$ cat src/rtl/qsfp_i2c_cmd_arb.sv
// Per-transaction arbiter between the QSFP poller and host CSR TFR streams into one I2C command sink.
// Optional watchdog/abort path enabled by the macro QSFP_ARB_WATCHDOG_EN.
module qsfp_i2c_cmd_arb #(
    parameter int unsigned TIMEOUT_CYCLES = 65536,
    parameter bit          HOST_FIRST     = 1'b1
) (
    input  logic        clk,
    input  logic        reset,
    input  logic [9:0]  poll_data,
    input  logic        poll_valid,
    output logic        poll_ready,
    input  logic [9:0]  host_data,
    input  logic        host_valid,
    output logic        host_ready,
    output logic [15:0] m_data,
    output logic        m_valid,
    input  logic        m_ready,
    output logic        grant_poll,
    output logic        grant_host,
    output logic        proto_err,
    output logic        timeout_err
);
    typedef enum logic [1:0] {IDLE, OWN_POLL, OWN_HOST, ABORT} state_t;

    state_t     state, state_nxt;
    logic       tie_host, tie_host_nxt;
    logic       abort_sent, abort_sent_nxt;
    logic       out_free, poll_start, host_start;
    logic       load, drop, abort_load;
    logic [9:0] load_word;

    assign out_free   = ~m_valid | m_ready;
    assign poll_start = poll_valid & poll_data[9];
    assign host_start = host_valid & host_data[9];
    assign grant_poll = (state == OWN_POLL);
    assign grant_host = (state == OWN_HOST);

`ifdef QSFP_ARB_WATCHDOG_EN
    localparam logic [23:0] WD_LAST = 24'(TIMEOUT_CYCLES - 1);
    logic [23:0] wd;
    logic        wd_hit;

    assign wd_hit = (grant_poll | grant_host) & ~load & (wd == WD_LAST);

    always_ff @(posedge clk or posedge reset) begin
        if (reset)
            wd <= '0;
        else if ((grant_poll | grant_host) & ~load & ~wd_hit)
            wd <= wd + 24'd1;
        else
            wd <= '0;
    end

    always_ff @(posedge clk or posedge reset) begin
        if (reset) timeout_err <= 1'b0;
        else       timeout_err <= abort_load;
    end
`else
    assign timeout_err = 1'b0;
`endif

    always_comb begin
        state_nxt      = state;
        tie_host_nxt   = tie_host;
        abort_sent_nxt = abort_sent;
        poll_ready     = 1'b0;
        host_ready     = 1'b0;
        load           = 1'b0;
        load_word      = poll_data;
        drop           = 1'b0;
        abort_load     = 1'b0;
        unique case (state)
            IDLE: if (out_free) begin
                // Only a START/START collision is a tie; a stray non-START word is still taken and dropped.
                if (poll_start && host_start) begin
                    host_ready   = tie_host;
                    poll_ready   = ~tie_host;
                    tie_host_nxt = ~tie_host;
                end else begin
                    poll_ready = poll_valid;
                    host_ready = host_valid;
                end
                drop = (poll_ready & ~poll_data[9]) | (host_ready & ~host_data[9]);
                if (host_ready && host_data[9]) begin
                    load      = 1'b1;
                    load_word = host_data;
                    if (!host_data[8]) state_nxt = OWN_HOST;
                end else if (poll_ready && poll_data[9]) begin
                    load      = 1'b1;
                    load_word = poll_data;
                    if (!poll_data[8]) state_nxt = OWN_POLL;
                end
            end
            OWN_POLL: begin
                poll_ready = out_free;
                if (poll_valid && out_free) begin
                    load      = 1'b1;
                    load_word = poll_data;
                    if (poll_data[8]) state_nxt = IDLE;
                end
            end
            OWN_HOST: begin
                host_ready = out_free;
                if (host_valid && out_free) begin
                    load      = 1'b1;
                    load_word = host_data;
                    if (host_data[8]) state_nxt = IDLE;
                end
            end
            ABORT: begin
                if (!abort_sent) begin
                    if (out_free) begin
                        abort_load     = 1'b1;
                        abort_sent_nxt = 1'b1;
                    end
                end else if (m_ready) begin
                    state_nxt      = IDLE;
                    abort_sent_nxt = 1'b0;
                end
            end
            default: state_nxt = IDLE;
        endcase
`ifdef QSFP_ARB_WATCHDOG_EN
        if (wd_hit) state_nxt = ABORT;
`endif
    end

    always_ff @(posedge clk or posedge reset) begin
        if (reset) begin
            state      <= IDLE;
            tie_host   <= HOST_FIRST;
            abort_sent <= 1'b0;
            proto_err  <= 1'b0;
        end else begin
            state      <= state_nxt;
            tie_host   <= tie_host_nxt;
            abort_sent <= abort_sent_nxt;
            proto_err  <= drop;
        end
    end

    always_ff @(posedge clk or posedge reset) begin
        if (reset) begin
            m_valid <= 1'b0;
            m_data  <= '0;
        end else if (load) begin
            m_valid <= 1'b1;
            m_data  <= {6'b0, load_word};
        end else if (abort_load) begin
            m_valid <= 1'b1;
            m_data  <= 16'h0100;
        end else if (m_ready) begin
            m_valid <= 1'b0;
        end
    end
endmodule
$ cat config.mk
export PLATFORM = sky130hd
export DESIGN_NAME = qsfp_i2c_cmd_arb
export DESIGN_NICKNAME = d
export VERILOG_FILES = /design/src/rtl/qsfp_i2c_cmd_arb.sv
export SDC_FILE = /design/constraint.sdc
export NUM_CORES = 1
export LEC_CHECK = 0
export ABC_AREA = 0
export CORE_ASPECT_RATIO = 0.75
export CORE_UTILIZATION = 42
export DETAILED_ROUTE_END_ITERATION = 12
export PLACE_DENSITY = 0.79
export RECOVER_POWER = 25
export SLEW_MARGIN = 25
export SYNTH_ARGS = -nofsm -noshare
export SYNTH_HDL_FRONTEND = slang
export SYNTH_SLANG_ARGS = --single-unit
export TNS_END_PERCENT = 30
$ cat constraint.sdc
create_clock -name clk -period 1.8 [get_ports clk]
set_input_delay 0.36 -clock clk [delete_from_list [all_inputs] [get_ports clk]]
set_output_delay 0.36 -clock clk [all_outputs]
set_load 0.02 [all_outputs]
==> tab_implementation.tex, run 1 <==
\begin{tabular}{lr}
\hline
Metric & Value \\
\hline
\multicolumn{2}{l}{\textbf{Drt}} \\
\quad Remaining antenna violation count & 0 \\
\quad Post-detailed-route wirelength per cell & roughly 16 µm \\
\quad Total routed wirelength & roughly 3100 µm \\
\quad Via density & roughly 5.5 \\
\quad Remaining design rule violation count & 0 \\
\quad DRT Pass-1 Iters & 4 \\
\quad Via count of the routed design & 1097 \\
\quad Count of routing violations after the opening detailed-route iteration & 77 \\
\multicolumn{2}{l}{\textbf{Synth}} \\
\quad Commonest cells in the synthesized netlist & 15 x sky130\_fd\_sc\_hd\_\_dfrtp\_1, 8 x sky130\_fd\_sc\_hd\_\_a221o\_1, 8 x sky130\_fd\_sc\_hd\_\_buf\_4, 8 x sky130\_fd\_sc\_hd\_\_nor4b\_2, 6 x sky130\_fd\_sc\_hd\_\_nand2\_1 \\
\quad Number of distinct library cells after synthesis & 42 \\
\quad Cell count after synthesis & between 100 and 150 \\
\quad Most frequent cell after synthesis & sky130\_fd\_sc\_hd\_\_dfrtp\_1 \\
\quad Share of synthesized registers carrying an async set or reset & 100\% \\
\quad Cell types occupying the most area after synthesis & sky130\_fd\_sc\_hd\_\_dfrtp\_1 33\%, sky130\_fd\_sc\_hd\_\_nor4b\_2 11\%, sky130\_fd\_sc\_hd\_\_a221o\_1 7.0\% \\
\quad Syn Std Cell Area & 0.00114 mm² \\
\quad Sequential cell area fraction in the yosys report & 35.2\% \\
\quad Dominant cell type by area after synthesis & sky130\_fd\_sc\_hd\_\_dfrtp\_1 \\
\quad Number of synthesized register bits & 16 \\
\quad Top cell type's share of synthesized area & 32.9\% \\
\quad Per-instance average area after synthesis & slightly above 10 µm² \\
\quad YS warnings & 0 \\
\quad Dominant register cell in the synthesized netlist & sky130\_fd\_sc\_hd\_\_dfrtp\_1 \\
\quad EDFF count, synth & 0 \\
\multicolumn{2}{l}{\textbf{CTS}} \\
\quad Post-CTS setup repair buffer count & 0 \\
\quad Insertion delay of the later-clocked pin in the worst-skew pair & 0.29 ns \\
\quad H-tree levels & 1 \\
\quad Maximum count of clock buffers along a single path & 2 \\
\quad Number of clock sinks seen by CTS & 16 \\
\quad TritonCTS clock tree & built \\
\quad Cell at the root of the clock tree & sky130\_fd\_sc\_hd\_\_clkbuf\_4 \\
\quad Number of buffers created by CTS & 3 \\
\quad Clock-pin slew on the worst setup and hold paths & 0.10 ns \\
\multicolumn{2}{l}{\textbf{Critical path}} \\
\quad Data required time of the worst path & approximately 1.4 ns \\
\quad Number of cells traversed by the worst register-to-register path & 5 \\
\quad Largest driver fanout on the critical path & 3 \\
\quad Critical Setup Path Class & input pin to primary output \\
\quad Worst R2R Setup Slack & approximately 0.18 ns \\
\quad Launching element type of the critical path & input pin \\
\quad Kind of end point of the critical path & primary output \\
\quad Data arrival, critical path & roughly 1.4 ns \\
\multicolumn{2}{l}{\textbf{STA}} \\
\quad Worst hold slack after final layout & about 0.53 ns \\
\quad Relative slew slack & between 40\% and 50\% \\
\quad Final Hold Fails & 0 \\
\quad Count of pins over their slew limit & 0 \\
\quad Upper clock frequency limit & between 500 and 600 MHz \\
\quad Clock period minus worst slack & between 1.5 and 2 ns \\
\quad Fraction of the cycle the final worst path needs & between 90\% and 100\% \\
\quad Total Neg Setup Slack & 0 ns \\
\quad Unrepaired setup endpoints after global routing & true \\
\quad Transition time at the pin with the least slew margin & $\sim$0.88 ns \\
\quad Worst-case clock skew & around 0.0017 ns \\
\quad Setup Viol. Count Final & 0 \\
\multicolumn{2}{l}{\textbf{GRT}} \\
\quad Number of global-route vias before repair & 1090 \\
\quad Antenna violations before repair & 0 \\
\quad Aggregate global-route resource usage & a little under a quarter \\
\quad Pin count of the biggest net entering global routing & 19 \\
\quad First-pass GRT wire length & 5120 µm \\
\quad Total global routing overflow & 0 \\
\multicolumn{2}{l}{\textbf{Pwr}} \\
\quad Worst vdd ir & roughly 660 µV \\
\quad Overall power consumption & approximately 2.4 mW \\
\quad Standby leakage power & around 0.77 nW \\
\quad Power per Cell Area & 1410 mW/mm² \\
\multicolumn{2}{l}{\textbf{Cells and area}} \\
\quad Area Growth Syn to Fin & 52.1\% \\
\quad Number of fillers in the final layout & 199 \\
\quad Area taken by multi-input logic gates & 677 µm² \\
\quad Diodes inserted & 0 \\
\quad Sequential standard cell area & between 400 and 500 µm² \\
\quad Share of cells above drive strength 1 & 30.3\% \\
\quad Number of nets in the finished design & between 150 and 200 \\
\multicolumn{2}{l}{\textbf{Worst hold path}} \\
\quad Number of cells on the worst hold path & 1 \\
\quad Hold/Removal Path Class & flop to flop \\
\multicolumn{2}{l}{\textbf{Status}} \\
\quad Outcome & complete, no violations \\
\multicolumn{2}{l}{\textbf{Job}} \\
\quad Max-cap violation count & 0 \\
\multicolumn{2}{l}{\textbf{Placed design}} \\
\quad Port Buf Inserts & 40 \\
\quad Routability cong. & 0.836 \\
\quad HPWL after DPL & about 2400 µm \\
\multicolumn{2}{l}{\textbf{Floorplanning}} \\
\quad Placeable Area & around 0.0024 mm² \\
\quad Chip Width & between 60 and 70 µm \\
\quad Initial Utilization & 46.8\% \\
\quad Total number of placement rows & 15 \\
\quad Total Die Area & between 0.002 and 0.003 mm² \\
\quad I/O pin count & 48 \\
\quad Die Y-Extent & 47.2 µm \\
\hline
\end{tabular}
==> critical path: stages <==
cell and delay [ns]:
sky130_fd_sc_hd__clkdlybuf4s50_1 0.52, sky130_fd_sc_hd__nand4_1 0.12, sky130_fd_sc_hd__o21ai_1 0.14, sky130_fd_sc_hd__a21oi_1 0.08, sky130_fd_sc_hd__buf_2 0.16
==> placed cells by master (no fill, tap or decap), types with 2 or more instances in the layout <==
master	n
sky130_fd_sc_hd__nor2b_1	2
sky130_fd_sc_hd__dfrtp_1	13
sky130_fd_sc_hd__nor2_1	3
sky130_fd_sc_hd__clkbuf_4	3
sky130_fd_sc_hd__clkdlybuf4s50_1	32
sky130_fd_sc_hd__a221o_1	8
sky130_fd_sc_hd__buf_6	2
sky130_fd_sc_hd__conb_1	7
sky130_fd_sc_hd__nor4b_2	6
sky130_fd_sc_hd__dlygate4sd2_1	2
sky130_fd_sc_hd__nand2b_1	2
sky130_fd_sc_hd__dfrtp_2	2
sky130_fd_sc_hd__nand2_1	6
sky130_fd_sc_hd__o211a_1	2
sky130_fd_sc_hd__buf_4	17
sky130_fd_sc_hd__and3_1	5
sky130_fd_sc_hd__dlymetal6s2s_1	3
sky130_fd_sc_hd__a41oi_1	2
sky130_fd_sc_hd__and3_2	3
sky130_fd_sc_hd__nor4b_4	2
sky130_fd_sc_hd__nand3_1	3
sky130_fd_sc_hd__clkbuf_1	2
sky130_fd_sc_hd__inv_1	4
==> metrics by stage <==
| step | instances | setup slack (ns) | cell area, µm² | util, % |
|---|---|---|---|---|
| final | 199 | 0.0562 | 1740 | 71.2 |
| after global routing | 199 | -0.00848 | 1740 | 71.2 |
| after CTS | 199 | -0.148 | 1680 | 68.9 |
| after detailed placement | 195 | -0.450 | 1660 | 68.0 |
| after global placement | 195 | -0.380 | 1660 | 68.0 |
| after floorplan | 116 | 0.277 | 1160 | - |
==> final cells by class <==
class / instances / area share, %
sequential: 16 / 23.3
tap: 34 / 2.45
timing repair buffer: 61 / 32.8
multi-input combinational: 79 / 38.9
inverter: 5 / 1.08
clock buffer: 4 / 1.51
==> path summary, 6_finish.rpt <==
path | from | to
worst min register to register | m_data[5] | m_data[5]
worst max register to register | state[0] | m_data[1]
worst max-delay path | poll_data[9] | host_ready
max in group asynchronous | reset | state[0]
worst min-delay path | m_data[5] | m_data[5]
min in group asynchronous | reset | m_data[5]
==> where the power goes <==
part / internal, mW / switching, mW
clock network: 0.0861 / 0.118
registers: 0.539 / 0.130
logic: 0.778 / 0.798
total: 1.40 / 1.05
==> layer usage <==
layer  global-route usage, %  part of all wire [%]
met1                    28.7                    44
met2                    40.0                    48
met3                    6.55                   6.0
met4                    8.37                   1.9
met5                       0                     0
==> state kept, by name (all words and copies together) (netlist names) <==
signal	cells
state	2
tie_host	1
abort_sent	1
m_valid	1
proto_err	1
m_data	10
==> cell families (layout without fill, tap and decap cells) <==
logic type                Yosys count  in the layout  synth area share (%)
AOI/OAI and AO/OA                  29             29                  24.2
xor gates and xnor gates            1              1                 0.767
buffers and inverters              21             70                  12.0
DFF                                16             16                  35.2
other                               1              7                 0.328
and+or+nand+nor                    42             42                  27.5
==> what timing repair did <==
item                                    CTS  global route
gates resized for setup                  11            14
hold endpoints to repair                  0             0
hold buffers                              0             0
gates cloned                              0             0
endpoints found under the setup margin   12            12
No activity file was read; power rests on OpenSTA's default activity.
==> run 2: changes to the inputs <==
CORE_MARGIN = 1   (was default)
==> results of run 2 <==
Final layout, timing and power as in run 1 (identical DEF).
==> variant 1 (config.mk and constraints of run 2) <==
Build with the macro `QSFP_ARB_WATCHDOG_EN` defined.
--- a/src/rtl/qsfp_i2c_cmd_arb.sv
+++ b/src/rtl/qsfp_i2c_cmd_arb.sv
@@ -1,4 +1,6 @@
 // Per-transaction arbiter between the QSFP poller and host CSR TFR streams into one I2C command sink.
 // Optional watchdog/abort path enabled by the macro QSFP_ARB_WATCHDOG_EN.
+`define QSFP_ARB_WATCHDOG_EN
+
 module qsfp_i2c_cmd_arb #(
     parameter int unsigned TIMEOUT_CYCLES = 65536,
Function: same outputs for any inputs over 10 cycles, from zero or initial values and one cycle with reset high; that may be too few to reach the edited logic, so the function may still have changed.
==> variant 1 against run 2 <==
  * The flow now finishes with violations (negative setup slack)
  * Sequential cell count up 25
  * Die area up 95%
  * Clock power rose to 3.1 times the old value
  * Utilization down 5.3 points
  * Synthesized area up 100%
  * Total power up 81%
  * Worst hold slack worse by 29 ps
  * Clock skew up 11 ps
  * Cell area up 92%
  * Routed wire length up 94%
  * Non-clock buffer count up 20
  * Cell count up 94%
  * Register-to-register slack worse by 370 ps
  * Worst setup slack worse by 250 ps
  * Critical path type is now reg -> reg
  * Largest power group unchanged
==> variant 1: results (changes against run 2) <==
The flow ran to the end, but the final reports show violations. The checks that failed: negative setup slack. The number of distinct library cell variants in the gate-level netlist after synthesis is 50 (+19%). The largest registers in the layout are wd x24, m_data x10, state x2. The logs give 13.1 ps (+11.3 ps) for the final setup skew and 0.858 (+2.6%) for the final estimated routing congestion in global placement. The number of I/O port buffers works out to 41 (+2.5%).

The number of placed instances with taps included was 370 (+90%). The largest fanout on the critical path was 4 (+1); the sum of negative setup slack was -3320 ps (-3320 ps). The logs give -190 ps (-246 ps) for the post-layout worst setup margin and 3780 um (+57%) for the placed wire-length estimate after detailed placement. Number of DRC markers after the initial detailed-route iteration: 159 (+110%). The worst path arrival time was 2230 ps (+850 ps).

Yosys attributes the largest share of cell area to sky130_fd_sc_hd__dfrtp_1, sky130_fd_sc_hd__xor2_1, sky130_fd_sc_hd__nor2_1. The logs give 1.43 nW (+85%) for the static leakage power and 0.00296 mm2 (+78%) for the instance area at placement. Fraction of final layout cells with drive strength greater than 1: 29.8% (-0.46 points). The H-tree depth came out at 2 (+1).

The proportion of synthesized area in mux cells came out at 0.932% (+0.93 points). Maximum number of pins on one net before global-route repair: 42 (+23). The post-detailed-routing wire length was 6110 um (+94%). The largest stage delay on the critical path came out at 430 ps (-90 ps).

Among cell families on the critical path, the largest total delay comes from compound AO/OA/AOI/OAI gates. The total track usage came out at 22.2% (-0.90 points). The number of global-route vias before repair came out at 1,956 (+79%). Ranked by instance count, the synthesized netlist is headed by sky130_fd_sc_hd__dfrtp_1, sky130_fd_sc_hd__nor2_1, sky130_fd_sc_hd__nand2_1, sky130_fd_sc_hd__xor2_1, sky130_fd_sc_hd__nand3_1. For the final-report setup violation count, the log shows 36 (+36). The run gives 345 (+81%) as the number of nets in the finished design.
==> variant 1: cell types whose count changed in the layout (fill, tap and decap cells not counted), moves of 9 or more <==
cell                      delta
sky130_fd_sc_hd__nor2_2      +9
sky130_fd_sc_hd__nand2_1    +13
sky130_fd_sc_hd__dfrtp_1    +27
sky130_fd_sc_hd__xor2_1     +14
sky130_fd_sc_hd__buf_4      +17
sky130_fd_sc_hd__nor2_4     +12
==> variant 1: path summary, 6_finish.rpt <==
path,start,to,slack (ps),depth (start not counted)
max in group asynchronous,reset,timeout_err,360,3
min in group asynchronous,reset,wd[17],810,3
worst max-delay path,state[1],m_data[9],-190,8
worst min-delay path,m_data[3],m_data[3],500,1
worst min register to register,m_data[3],m_data[3],500,1
worst max register to register,state[1],m_data[9],-190,8
==> variant 1: report_power, final <==
part / total [mW] / internal, mW / leakage [nW] / switching, mW
Clock: 0.626 / 0.275 / 0.0445 / 0.351
Sequential: 1.25 / 1.11 / 0.545 / 0.136
Combinational: 2.56 / 1.27 / 0.838 / 1.28
==> variant 1: layer usage <==
metal	GRT usage (%)	vias up	part of all wire, %
met4	6.97	0	1.7
met3	3.75	11	4.8
met1	32.9	1016	44
li1	-	983	-
met5	0	-	0
met2	33.3	66	49
==> variant 1: layout make-up <==
cell class | count | area [um2] | share of cell area, %
multi-input combinational | 176 | 1310 | 39.4
sequential | 41 | 1030 | 30.8
timing repair buffer | 81 | 782 | 23.4
tap | 72 | 90.1 | 2.70
clock buffer | 5 | 68.8 | 2.06
inverter | 9 | 33.8 | 1.01
clock inverter | 3 | 21.3 | 0.637
==> variant 1: what timing repair did <==
| item | CTS | global route |
|---|---|---|
| resized for setup | 36 | 34 |
| cloned | 2 | 1 |
| setup buffers | 5 | 2 |
| endpoints found under the setup margin | 39 | 39 |
| pin swaps | 6 | 14 |
==> variant 2 (flow settings as in run 2) <==
Made on the original files. Put one more register stage on the output `proto_err`, with the module's reset. The value now appears one clock later. The other outputs are not delayed to match.
--- a/src/rtl/qsfp_i2c_cmd_arb.sv
+++ b/src/rtl/qsfp_i2c_cmd_arb.sv
@@ -22,4 +22,6 @@
 );
     typedef enum logic [1:0] {IDLE, OWN_POLL, OWN_HOST, ABORT} state_t;
+
+    logic proto_err_s0;
 
     state_t     state, state_nxt;
@@ -131,10 +133,10 @@
             tie_host   <= HOST_FIRST;
             abort_sent <= 1'b0;
-            proto_err  <= 1'b0;
+            proto_err_s0 <= 1'b0;
         end else begin
             state      <= state_nxt;
             tie_host   <= tie_host_nxt;
             abort_sent <= abort_sent_nxt;
-            proto_err  <= drop;
+            proto_err_s0 <= drop;
         end
     end
@@ -154,3 +156,11 @@
         end
     end
+    always_ff @(posedge clk or posedge reset) begin
+        if (reset) begin
+            proto_err <= '0;
+        end else begin
+            proto_err <= proto_err_s0;
+        end
+    end
+
 endmodule
Function: changed (Yosys sat finds a counterexample within 4 cycles, from zero or initial values and one cycle with reset high).
==> variant 2 against run 2 <==
  * Die area decreased by 11%
  * Cell count increased by 6.5%
  * Worst setup slack got worse by 52 ps
  * Sequential power increased by 3%
  * Total power decreased by 7.2%
  * Count of clock-buffer cells in the layout unchanged
  * Combinational power decreased by 13%
  * Cell area decreased by 9.5%
  * Synthesized area decreased by 11%
  * Routed wire length decreased by 2.3%
  * Sequential cell count increased by 1
  * Sequential share of layout area increased by 3.9 points
  * Critical path type unchanged
==> variant 2: results (changes against run 2) <==
The logs give 2390 um (-1.0%) for the placed wire-length estimate after detailed placement and 0 (unchanged) for the number of warnings printed during yosys synthesis. The total track usage came out at 25.5% (+2.3 points). The run gives 0.929 (+11%) as the final estimated routing congestion in global placement. In the final layout, the registers with the most flip-flops are m_data x10, state x2. The clock-pin transition on the worst setup and hold timing paths is 100 ps (about the same). The average via count per standard cell is 5.34 (-3.1%).

The logs give 18 (-1) for the maximum number of pins on one net before global-route repair and 4 (unchanged) for the number of iterations in the first detailed-routing pass. The tools report the root buffer cell as sky130_fd_sc_hd__clkbuf_4. The logs give 9.47 ps (+7.73 ps) for the final setup skew and -528 ps (-78.7 ps) for the minimum setup slack after placement. The logs give 1440 ps (+60 ps) for the worst path arrival time and 2 (unchanged) for the buffer depth of the longest clock path. Number of antenna violations at the first check in global routing: 0 (unchanged). The maximum VDD drop is 0.000968 V (+47%). The post-detailed-routing wire length was 3080 um (-2.3%). The largest fanout on the critical path works out to 4 (+1).

The static leakage power came out at 0.738 nW (-4.4%). Ranked by total cell area, the synthesized netlist is headed by sky130_fd_sc_hd__dfrtp_1, sky130_fd_sc_hd__nand3_1, sky130_fd_sc_hd__o211ai_1. The clock insertion delay at the later pin of the skew report is 290 ps (about the same), and the number of buffers created by CTS is 3 (unchanged).

The tools report the number of global-route vias before repair as 1,130 (+3.7%). The number of I/O port buffers works out to 40 (unchanged). The tools report the number of nets in the finished design as 204 (+6.8%). The proportion of synthesized flip-flops having asynchronous set or reset is 100% (unchanged). The flow ran to the end, and the final reports show no timing, DRC or antenna violations. The headroom to the max-slew limit is 36.6% (-4.5 points). The number of DRC markers after the initial detailed-route iteration was 62 (-19%). The fraction of final layout cells with drive strength greater than 1 came out at 17.4% (-13 points). By count the netlist is led by sky130_fd_sc_hd__nand3_1, sky130_fd_sc_hd__dfrtp_1, sky130_fd_sc_hd__nand2_1, sky130_fd_sc_hd__o211ai_1. The path class of the tightest hold or removal check is reg -> reg. The run gives 1 (unchanged) as the H-tree depth. For this design, the slowest cell found on the critical path is sky130_fd_sc_hd__clkdlybuf4s50_1.

For the number of distinct library cell variants in the gate-level netlist after synthesis, the log shows 35 (-17%). The number of diodes added for antenna fixing was 0 (unchanged); the number of setup buffers added after CTS was 0 (unchanged). The sequential cell area fraction in the yosys report was 42.1% (+6.9 points). The global-route wire length before repair is 4950 um (-3.2%), and the largest stage delay on the critical path is 490 ps (-30 ps).
-- variant 2: changes by cell type after synthesis, moves of 8 or more --
| cell | delta |
|---|---|
| sky130_fd_sc_hd__nand3_1 | +18 |
| sky130_fd_sc_hd__a221o_1 | -8 |
| sky130_fd_sc_hd__o211ai_1 | +8 |
| sky130_fd_sc_hd__nor4b_2 | -8 |
| sky130_fd_sc_hd__nand2_1 | +8 |
-- variant 2: cells by family after synthesis --
| group | after synthesis | synth area share [%] |
|---|---|---|
| compound gates | 27 | 17.9 |
| xor+xnor | 1 | 0.864 |
| buf+inv | 22 | 12.1 |
| flops | 17 | 42.1 |
| mux | 1 | 0.988 |
| other cells | 1 | 0.370 |
| simple gates | 53 | 25.7 |
-- variant 2: metrics by stage --
| stage | utilization, % | instances | total power [mW] | cell area, um2 |
|---|---|---|---|---|
| 6_report | 68.7 | 212 | 2.27 | 1570 |
| 5_1_grt | 68.7 | 212 | 2.43 | 1570 |
| 4_1_cts | 68.4 | 212 | 2.26 | 1570 |
| 3_5_place_dp | 67.3 | 208 | 2.08 | 1540 |
| 3_3_place_gp | 67.3 | 208 | 2.03 | 1540 |
| 2_1_floorplan | - | 128 | 1.43 | 1040 |
-- variant 2: repair_timing --
item / in CTS / in global routing
setup endpoints to repair: 5 / 4
pin swaps: 0 / 5
gates resized for setup: 11 / 15
-- variant 2: cell type report --
| class | count | area, um2 |
|---|---|---|
| Multi-Input combinational cell | 89 | 500 |
| Fill cell | 209 | 717 |
| Inverter | 7 | 26.3 |
| Timing Repair Buffer | 61 | 551 |
| Sequential cell | 17 | 427 |
| Clock buffer | 4 | 26.3 |
| Tap cell | 34 | 42.5 |
-- variant 2: routing by layer --
layer	vias up	wire, um	track usage, %
li1	534	-	-
met1	530	1320	31.5
met2	60	1490	42.3
met3	8	225	7.89
met4	0	37	9.05
met5	-	0	0
-- variant 2: path summary, 6_finish.rpt --
kind,start,end,slack [ps],cells after the start
max,m_ready,poll_ready,5,4
min,proto_err_s0,proto_err,370,0
max reg2reg,m_valid,m_data[9],190,6
min reg2reg,proto_err_s0,proto_err,370,0
max in group asynchronous,reset,m_data[5],440,3
min in group asynchronous,reset,m_valid,780,3
-- variant 2: worst max-delay path, delay by kind of cell --
kind	cells	cell delay (ps)
buffers and inverters	2	720
AND/OR/NAND/NOR	1	80
AO/OA/AOI/OAI	1	270
-- variant 2: report_power, final --
group          internal [mW]  switching, mW  leakage, nW
Sequential             0.570          0.117        0.208
Combinational          0.640          0.743        0.515
Clock                 0.0861          0.115       0.0150
Total                   1.30          0.975        0.738
